<file path="src/rtl/mdu_if.sv">
// Request/result bundle between the control path and the multiply/divide unit.
// The master drives operands and requests. The slave returns HI/LO and status.
interface mdu_if;
  logic        start;
  logic [1:0]  op;
  logic [31:0] a;
  logic [31:0] b;
  logic        mthi;
  logic        mtlo;
  logic [31:0] hi;
  logic [31:0] lo;
  logic        busy;
  logic        done;
  logic        dz;

  modport master (
    output start, op, a, b, mthi, mtlo,
    input  hi, lo, busy, done, dz
  );

  modport slave (
    input  start, op, a, b, mthi, mtlo,
    output hi, lo, busy, done, dz
  );
endinterface

</file>
<file path="src/rtl/mdu.sv">
// Iterative MIPS multiply/divide unit. It produces one product or quotient bit per cycle.
// The result lands in HI/LO 33 cycles after start.
module mdu (
  input  logic  clk,
  input  logic  reset,
  mdu_if.slave  bus
);

  localparam int W = 32;

  typedef enum logic [1:0] {
    IDLE = 2'd0,
    RUN  = 2'd1,
    FIX  = 2'd2
  } state_t;

  state_t       state, state_d;
  logic [1:0]   op_q;
  logic [W-1:0] opnd;       // multiplicand (mul) or divisor (div), as a magnitude
  logic [2*W-1:0] acc;      // {partial product | remainder, multiplier | dividend/quotient}
  logic [4:0]   cnt;
  logic         neg_q;      // result or quotient needs negation
  logic         neg_r;      // remainder takes a negative dividend's sign
  logic [W-1:0] hi_q, lo_q;
  logic         busy_q, done_q, dz_q;

  logic [W-1:0]   abs_a, abs_b;
  logic [W:0]     mul_sum;
  logic [2*W-1:0] mul_next;
  logic [W:0]     div_r, div_diff;
  logic           div_ge;
  logic [2*W-1:0] div_next;
  logic [2*W-1:0] prod;
  logic [W-1:0]   quot, rem;

  assign abs_a = (bus.op[0] && bus.a[W-1]) ? -bus.a : bus.a;
  assign abs_b = (bus.op[0] && bus.b[W-1]) ? -bus.b : bus.b;

  // One shift-add multiply step and one restoring divide step.
  assign mul_sum  = {1'b0, acc[2*W-1:W]} + (acc[0] ? {1'b0, opnd} : {(W+1){1'b0}});
  assign mul_next = {mul_sum, acc[W-1:1]};

  assign div_r    = {acc[2*W-1:W], acc[W-1]};
  assign div_ge   = (div_r >= {1'b0, opnd});
  assign div_diff = div_r - {1'b0, opnd};
  assign div_next = {(div_ge ? div_diff[W-1:0] : div_r[W-1:0]), acc[W-2:0], div_ge};

  // Divide-by-zero keeps the raw all-ones quotient. The remainder still takes the
  // dividend's sign, so HI reads back the original dividend.
  assign prod = neg_q ? -acc : acc;
  assign quot = (neg_q && !dz_q) ? -acc[W-1:0] : acc[W-1:0];
  assign rem  = neg_r ? -acc[2*W-1:W] : acc[2*W-1:W];

  always_ff @(posedge clk or posedge reset) begin
    if (reset) state <= IDLE;
    // NOTE: registers take non-blocking assignments so every flop samples pre-edge values.
    else       state <= state_d;
  end

  always_comb begin
    // NOTE: the default assignment comes first, so no path leaves state_d unassigned and no latch is inferred.
    state_d = state;
    case (state)
      IDLE:    if (bus.start) state_d = RUN;
      RUN:     if (cnt == 5'd31) state_d = FIX;
      FIX:     state_d = IDLE;
      default: state_d = IDLE;
    endcase
  end

  always_ff @(posedge clk or posedge reset) begin
    if (reset) begin
      op_q   <= 2'b00;
      opnd   <= '0;
      acc    <= '0;
      cnt    <= '0;
      neg_q  <= 1'b0;
      neg_r  <= 1'b0;
      hi_q   <= '0;
      lo_q   <= '0;
      busy_q <= 1'b0;
      done_q <= 1'b0;
      dz_q   <= 1'b0;
    end else begin
      done_q <= 1'b0;
      case (state)
        IDLE: begin
          if (bus.mthi) hi_q <= bus.a;
          if (bus.mtlo) lo_q <= bus.a;
          if (bus.start) begin
            op_q   <= bus.op;
            opnd   <= bus.op[1] ? abs_b : abs_a;
            acc    <= {{W{1'b0}}, (bus.op[1] ? abs_a : abs_b)};
            cnt    <= '0;
            neg_q  <= bus.op[0] & (bus.a[W-1] ^ bus.b[W-1]);
            neg_r  <= bus.op[0] & bus.a[W-1];
            dz_q   <= bus.op[1] & (bus.b == '0);
            busy_q <= 1'b1;
          end
        end
        RUN: begin
          acc <= op_q[1] ? div_next : mul_next;
          cnt <= cnt + 5'd1;
        end
        FIX: begin
          if (op_q[1]) begin
            hi_q <= rem;
            lo_q <= quot;
          end else begin
            hi_q <= prod[2*W-1:W];
            lo_q <= prod[W-1:0];
          end
          busy_q <= 1'b0;
          done_q <= 1'b1;
        end
        default: ;
      endcase
    end
  end

  assign bus.hi   = hi_q;
  assign bus.lo   = lo_q;
  assign bus.busy = busy_q;
  assign bus.done = done_q;
  assign bus.dz   = dz_q;

endmodule

</file>
<file path="src/flat_wrapper.sv">
// flat-port wrapper written by rule: the top's interface ports become plain ports
module mdu_flat 
  (clk, reset, bus_start, bus_op, bus_a, bus_b, bus_mthi, bus_mtlo, bus_hi, bus_lo, bus_busy, bus_done, bus_dz);
  mdu_if bus_i ();
  input  logic clk;
  input  logic reset;
  input wire logic [$bits(bus_i.start)-1:0] bus_start;
  input wire logic [$bits(bus_i.op)-1:0] bus_op;
  input wire logic [$bits(bus_i.a)-1:0] bus_a;
  input wire logic [$bits(bus_i.b)-1:0] bus_b;
  input wire logic [$bits(bus_i.mthi)-1:0] bus_mthi;
  input wire logic [$bits(bus_i.mtlo)-1:0] bus_mtlo;
  output wire logic [$bits(bus_i.hi)-1:0] bus_hi;
  output wire logic [$bits(bus_i.lo)-1:0] bus_lo;
  output wire logic [$bits(bus_i.busy)-1:0] bus_busy;
  output wire logic [$bits(bus_i.done)-1:0] bus_done;
  output wire logic [$bits(bus_i.dz)-1:0] bus_dz;
  assign bus_i.start = bus_start;
  assign bus_i.op = bus_op;
  assign bus_i.a = bus_a;
  assign bus_i.b = bus_b;
  assign bus_i.mthi = bus_mthi;
  assign bus_i.mtlo = bus_mtlo;
  assign bus_hi = bus_i.hi;
  assign bus_lo = bus_i.lo;
  assign bus_busy = bus_i.busy;
  assign bus_done = bus_i.done;
  assign bus_dz = bus_i.dz;
  mdu u_core (.clk(clk), .reset(reset), .bus(bus_i));
endmodule
</file>
<file path="config.mk">
export PLATFORM = sky130hd
export DESIGN_NAME = mdu_flat
export DESIGN_NICKNAME = d
export VERILOG_FILES = /design/src/rtl/mdu_if.sv /design/src/rtl/mdu.sv /design/src/flat_wrapper.sv
export SDC_FILE = /design/constraint.sdc
export NUM_CORES = 1
export LEC_CHECK = 0
export CAP_MARGIN = 30
export CORE_MARGIN = 3
export CORE_UTILIZATION = 35
export CTS_CLUSTER_SIZE = 24
export DETAILED_ROUTE_END_ITERATION = 16
export HOLD_SLACK_MARGIN = 0.1
export PLACE_DENSITY = 0.55
export SLEW_MARGIN = 20
export SYNTH_ARGS = -nofsm -noshare
export SYNTH_HDL_FRONTEND = slang
export SYNTH_SLANG_ARGS = --single-unit
</file>
<file path="constraint.sdc">
create_clock -name clk -period 7 [get_ports clk]
set_input_delay 1.05 -clock clk [delete_from_list [all_inputs] [get_ports clk]]
set_output_delay 1.05 -clock clk [all_outputs]
set_load 0.1 [all_outputs]
</file>
==> impl_metrics.py, run 1 <==
metrics = {
    "power_and_ir_drop": {
        "power_switching_mw": 5.90,
        "p_int_mw": 4.54,
        "p_clk_share_pct": 9.4,
        "swShare_pct": 56.5,
        "ir_worst_vdd_uv": 273,
        "powerDensity_nw_per_um2": 603,
        "seq_power_share_pct": 20.4,
        "power_mw": 10.4,
        "combPwrFrac_pct": 70.2,
        "power_leakage_nw": 7.24,
    },
    "finish": {
        "layout.nets": 2172,
        "fill_cells": 4262,
        "n_antenna_cell": 0,
        "final_core_util_pct": 41.1,
        "final_area_um2": 17300,
        "final_layout_size_suffix_gt1_share_pct": 4.11,
        "area_growth_syn_to_layout_pct": 15.6,
    },
    "clocking": {
        "root_buffer": "clkbuf_16",
        "cts_tree": "built",
        "ctsHoldBuffers": 0,
        "cts_inserted_buffers": 17,
        "htreeDepth": 4,
        "post_cts_buffers": 0,
        "path_clk_slew_ns": 0.07,
        "ctsResizeCount": 0,
        "insertion_delay_ns": 0.46,
        "cts.sinks": 173,
        "cts_buffer_depth": 2,
    },
    "flow_run": {
        "maxCapViolCount": 0,
    },
    "synth": {
        "synth_top_area_share_pct": 28.9,
        "synth-async-reset-ratio_pct": 100,
        "post-synth-top-count-cell": "a21oi_1",
        "ys_warn_count": 0,
        "synth-edff-count": 0,
        "synthCells": 1975,
        "yosysSeqAreaShare_pct": 28.9,
        "synth.avg_cell_area_um2": 7.59,
        "synth_area_um2": 15000,
        "synth_cell_types": 74,
        "ys_seq_elements": 173,
        "synth_nets": 2118,
        "netlist.top_cell.by_area": "dfrtp_1",
        "synth_common_cells": "239 x a21oi_1, 236 x nor2_1, 216 x nand2_1",
        "synth_area_leaders": "dfrtp_1 29%, a21oi_1 8.0%, o21ai_0 6.6%",
        "ys.flop_type": "dfrtp_1",
    },
    "routing": {
        "drtPass1Iterations": 6,
        "ant_nets": 0,
        "drc_errors": 0,
        "avgRoutedWirePerCell_um": 22.5,
        "via_per_inst": 5.80,
        "vias": 14969,
        "postRouteWirelength_um": 58000,
        "drt_iter0_markers": 1844,
    },
    "sta": {
        "clock_skew_ns": 0.0154,
        "timing.final.ws_setup_ns": 2.69,
        "setup_viol": 0,
        "finalSetupTns_ns": 0,
        "period_needed_ns": 4.31,
        "hold_violations": 0,
        "finalMaxSlewViolations": 0,
        "tightest_slew_ns": 1.03,
        "max_freq_mhz": 232,
        "rsz0062_at_grt": "no",
        "slew_headroom_pct": 31.2,
        "period_share_pct": 61.6,
    },
    "die": {
        "start_util_pct": 35.6,
        "die_h_um": 213,
        "num_rows": 75,
        "die-width_um": 213,
        "dieArea_um2": 45300,
        "pin_count": 138,
        "core_um2": 42100,
    },
    "setup_path": {
        "crit_arrival_ns": 4.65,
        "r2r-start": "u_core.acc[0]",
        "cp-startpoint": "u_core.acc[0]",
        "critical_path.startpoint_type": "flop",
        "end_kind": "flop",
        "cp_data_required_time_ns": 7.34,
        "crit_fanout": 25,
        "critPathKind": "reg -> reg",
    },
    "hold_path": {
        "worstHoldStart": "u_core.bus.lo[3]",
        "hp-class": "reg -> reg",
    },
    "grt": {
        "antenna_found_initial": 0,
        "grt_usage_pct": 25.5,
        "overflow": 0,
        "grt_pass1_vias": 14275,
        "grt_pass1_wl_um": 87700,
        "grt_max_degree": 72,
    },
    "placement": {
        "portBuffers": 137,
        "place.gp.congestion": 0.989,
        "dp_slack_ns": 2.76,
        "post-dp-hpwl_um": 44900,
        "placed_area_um2": 16700,
    },
    "status": {
        "outcome": "finished, final reports clean",
    },
}
[final cells by class]
| class | instances | area [um2] | share of cell area, % |
|---|---|---|---|
| clock buffers | 20 | 447 | 2.58 |
| clock inverters | 12 | 136 | 0.788 |
| inverters | 71 | 272 | 1.57 |
| multi-input cells | 1610 | 9930 | 57.3 |
| flip-flops and latches | 173 | 4330 | 25.0 |
| well taps | 539 | 674 | 3.89 |
| repair buffers | 156 | 1530 | 8.82 |
[state kept, by name, summed over array words and instances, names as in the netlist]
| signal | count |
|---|---|
| u_core.bus.hi | 32 |
| u_core.neg_r | 1 |
| u_core.bus.dz | 1 |
| u_core.opnd | 32 |
| u_core.neg_q | 1 |
| u_core.op_q | 1 |
| u_core.cnt | 5 |
| u_core.acc | 64 |
| u_core.bus.lo | 32 |
| u_core.bus.busy | 1 |
| u_core.state | 2 |
| u_core.bus.done | 1 |
[layout by cell type (no fill, tap or decap), drive strengths merged, types with 13 or more instances in the layout]
cell           count
a21o              27
a21oi            239
a22oi             13
a31oi             19
and2              14
and3              17
buf               18
clkbuf            22
clkdlybuf4s50    136
dfrtp            173
ha                70
inv               74
mux2i             59
nand2            217
nand2b            15
nand3             23
nor2             236
nor3              35
nor4              17
o211ai            18
o21ai            200
o21bai            17
o31ai             36
or3               26
xnor2             92
xor2              66
[metrics by stage]
step,hold WS (ns),instances
3_5_place_dp,0.470,2546
5_1_grt,0.506,2581
6_report,0.480,2581
4_1_cts,0.486,2578
3_3_place_gp,0.463,2545
2_1_floorplan,0.449,1975
[power by group through the flow]
stage	combinational, mW	clock, mW	sequential (mW)
2_1_floorplan	4.28	0	3.09
4_1_cts	7.22	1.01	2.10
6_report	7.33	0.986	2.13
5_1_grt	7.96	1.05	2.19
3_3_place_gp	7.18	0	2.11
3_5_place_dp	7.20	0	2.12
[per-layer routing]
layer / global-route usage (%) / share of wire [%] / up-vias
li1: - / - / 7156
met1: 35.6 / 45 / 7112
met2: 37.7 / 43 / 607
met3: 5.99 / 8.7 / 94
met4: 11.0 / 4.1 / 0
met5: 0 / 0 / -
[worst max-delay path, cell delays in order (launching register included)]
cell and delay (ns):
dfrtp_1 0.48, inv_1 0.69, nor2_1 0.09, ha_1 0.38
nor2b_1 0.15, o21ai_0 0.17, a21oi_1 0.35, nor2_1 0.13
o41ai_1 0.65, o21ai_0 0.39, xnor2_1 0.25, nor2_1 0.06
o41ai_1 0.40
[final timing paths]
path	slack, ns	endpoint	cells past startpoint
setup / recovery	2.69	u_core.acc[59]	12
hold / removal	0.48	u_core.bus.lo[3]	2
setup reg to reg	2.69	u_core.acc[59]	12
hold reg to reg	0.48	u_core.bus.lo[3]	2
max in group asynchronous	4.70	u_core.acc[17]	3
min in group asynchronous	1.03	u_core.bus.hi[4]	2
[logic make-up after synthesis]
kind of cell	count (synthesis)	share of synthesized area, %
xor gates and xnor gates	158	9.29
AOI/OAI and AO/OA	665	26.5
buffers and inverters	192	5.04
adders and majority gates	72	6.11
and+or+nand+nor	653	19.9
muxes	62	4.17
DFF	173	28.9
(Power assumes the default switching activity.)
==> inputs of run 2 (changes only) <==
==> constraint.sdc (replaced) <==
create_clock -name clk -period 4.34 [get_ports clk]
set_input_delay 0.651 -clock clk [delete_from_list [all_inputs] [get_ports clk]]
set_output_delay 0.651 -clock clk [all_outputs]
set_load 0.1 [all_outputs]
==> run 2 against run 1 <==
Compared with the run above:
- via count rose by 1.5%
- core utilization rose by 0.59 points
- combinational power rose by 64%
- sequential share of layout area fell by 0.35 points
- final cell count rose by 1.1%
- sequential power rose by 58%
- setup slack got worse by 2.2 ns
- highest routed layer unchanged
- critical endpoint unchanged
==> impl_metrics.py, run 2 (same netlist as run 1, synthesis figures left out) <==
metrics = {
    "grt": {
        "grt_max_degree": 80,
        "grt_pass1_vias": 14098,
        "overflow": 0,
        "grt_usage_pct": 25.6,
        "grt_pass1_wl_um": 88500,
        "antenna_found_initial": 1,
    },
    "power_and_ir_drop": {
        "power_leakage_nw": 7.40,
        "ir_worst_vdd_uv": 421,
        "power_mw": 17.0,
        "powerDensity_nw_per_um2": 967,
    },
    "sta": {
        "holdWs_ns": 0.476,
        "tightest_slew_ns": 1.03,
        "clock_skew_ns": 0.0120,
        "setup_viol": 0,
        "period_share_pct": 89.8,
        "period_needed_ns": 3.90,
        "slew_headroom_pct": 30.8,
        "finalSetupTns_ns": 0,
        "hold_violations": 0,
        "timing.final.ws_setup_ns": 0.445,
        "rsz0062_at_grt": "no",
        "max_freq_mhz": 257,
        "finalMaxSlewViolations": 0,
    },
    "finish": {
        "regMostFlops": "u_core.acc",
        "layout_common_cells": "239 x a21oi_1, 234 x nor2_1, 216 x nand2_1",
        "area_growth_syn_to_layout_pct": 17.3,
        "seqCellArea_um2": 4330,
        "layout.nets": 2199,
        "final_common_cell": "a21oi_1",
        "final_layout_size_suffix_gt1_share_pct": 5.46,
        "final_core_util_pct": 41.7,
        "multi_input_area_um2": 9930,
        "fill_cells": 4294,
        "largest_register_ffs": 64,
    },
    "routing": {
        "drtPass1Iterations": 5,
        "postRouteWirelength_um": 58500,
        "avgRoutedWirePerCell_um": 22.4,
        "via_per_inst": 5.83,
        "drt_iter0_markers": 1736,
        "drc_errors": 0,
        "vias": 15201,
        "ant_nets": 0,
    },
    "die": {
        "die-width_um": 213,
        "core_um2": 42100,
        "die_h_um": 213,
        "pin_count": 138,
        "start_util_pct": 35.6,
        "dieArea_um2": 45300,
        "num_rows": 75,
    },
    "clocking": {
        "ctsHoldBuffers": 0,
        "root_buffer": "clkbuf_16",
        "insertion_delay_ns": 0.46,
        "cts_inserted_buffers": 17,
        "cts.sinks": 173,
        "ctsResizeCount": 0,
        "cts_buffer_depth": 2,
        "htreeDepth": 4,
        "path_clk_slew_ns": 0.08,
        "post_cts_buffers": 0,
        "cts_tree": "built",
    },
    "setup_path": {
        "end_kind": "flop",
        "critPathKind": "reg -> reg",
        "cp_data_required_time_ns": 4.69,
        "crit_arrival_ns": 4.24,
        "critical_path.startpoint_type": "flop",
        "crit_fanout": 7,
    },
    "flow_run": {
        "maxCapViolCount": 0,
    },
    "hold_path": {
        "hp-class": "reg -> reg",
    },
    "status": {
        "outcome": "finished, final reports clean",
    },
    "placement": {
        "portBuffers": 137,
        "post-dp-hpwl_um": 45700,
        "dp_slack_ns": 0.468,
        "place.gp.congestion": 0.938,
    },
}
run 2: changes by cell type in the layout (fill, tap and decap cells not counted), sizes merged:
cell and delta:
buf +29, bufinv -1, clkbuf -5, clkinvlp -2, diode +1, inv +6
run 2: worst paths after layout:
check | start | to | slack [ns] | cells after the start
worst max-delay path | u_core.acc[0] | u_core.acc[59] | 0.44 | 14
worst min-delay path | u_core.bus.lo[7] | u_core.bus.lo[7] | 0.48 | 2
worst max register to register | u_core.acc[0] | u_core.acc[59] | 0.44 | 14
worst min register to register | u_core.bus.lo[7] | u_core.bus.lo[7] | 0.48 | 2
max in group asynchronous | reset | u_core.bus.lo[17] | 2.80 | 3
min in group asynchronous | reset | u_core.bus.hi[4] | 0.66 | 2
run 2: layer usage:
metal | track usage, % | vias to the layer above | routed length (um)
li1 | - | 7215 | -
met1 | 37.4 | 7302 | 27100
met2 | 38.2 | 602 | 24900
met3 | 3.22 | 82 | 4110
met4 | 10.3 | 0 | 2290
met5 | 0 | - | 0
run 2: critical path, stage by stage, from the launching register on:
cell and delay (ns):
dfrtp_1 0.50, and2_1 0.17, ha_1 0.18, inv_1 0.07, fa_1 0.41, nor2b_1 0.12
o21ai_0 0.13, a21oi_1 0.40, nor2_1 0.13, o41ai_1 0.64, buf_4 0.22, o21ai_0 0.19
xnor2_1 0.22, nor2_1 0.06, o41ai_1 0.34
run 2: final cells by class:
class,count,share of cell area (%)
tap,539,3.84
multi-input combinational,1610,56.5
timing repair buffer,183,10.0
clock buffer,17,2.42
inverter,71,1.54
sequential,173,24.7
clock inverter,15,0.962
antenna,1,0.0142
run 2: where the power goes:
| part | leakage, nW | internal [mW] | switching (mW) | total, mW |
|---|---|---|---|---|
| logic | 4.98 | 4.21 | 7.78 | 12.0 |
| registers | 2.12 | 2.39 | 0.965 | 3.36 |
| clock network | 0.296 | 0.826 | 0.803 | 1.63 |
| total | 7.40 | 7.43 | 9.55 | 17.0 |
run 2: metrics by stage:
step                      instance area (um2)  instances
after floorplan                         15000       1975
after global placement                  17000       2576
after detailed placement                17000       2576
after CTS                               17600       2608
after global routing                    17600       2608
final                                   17600       2609
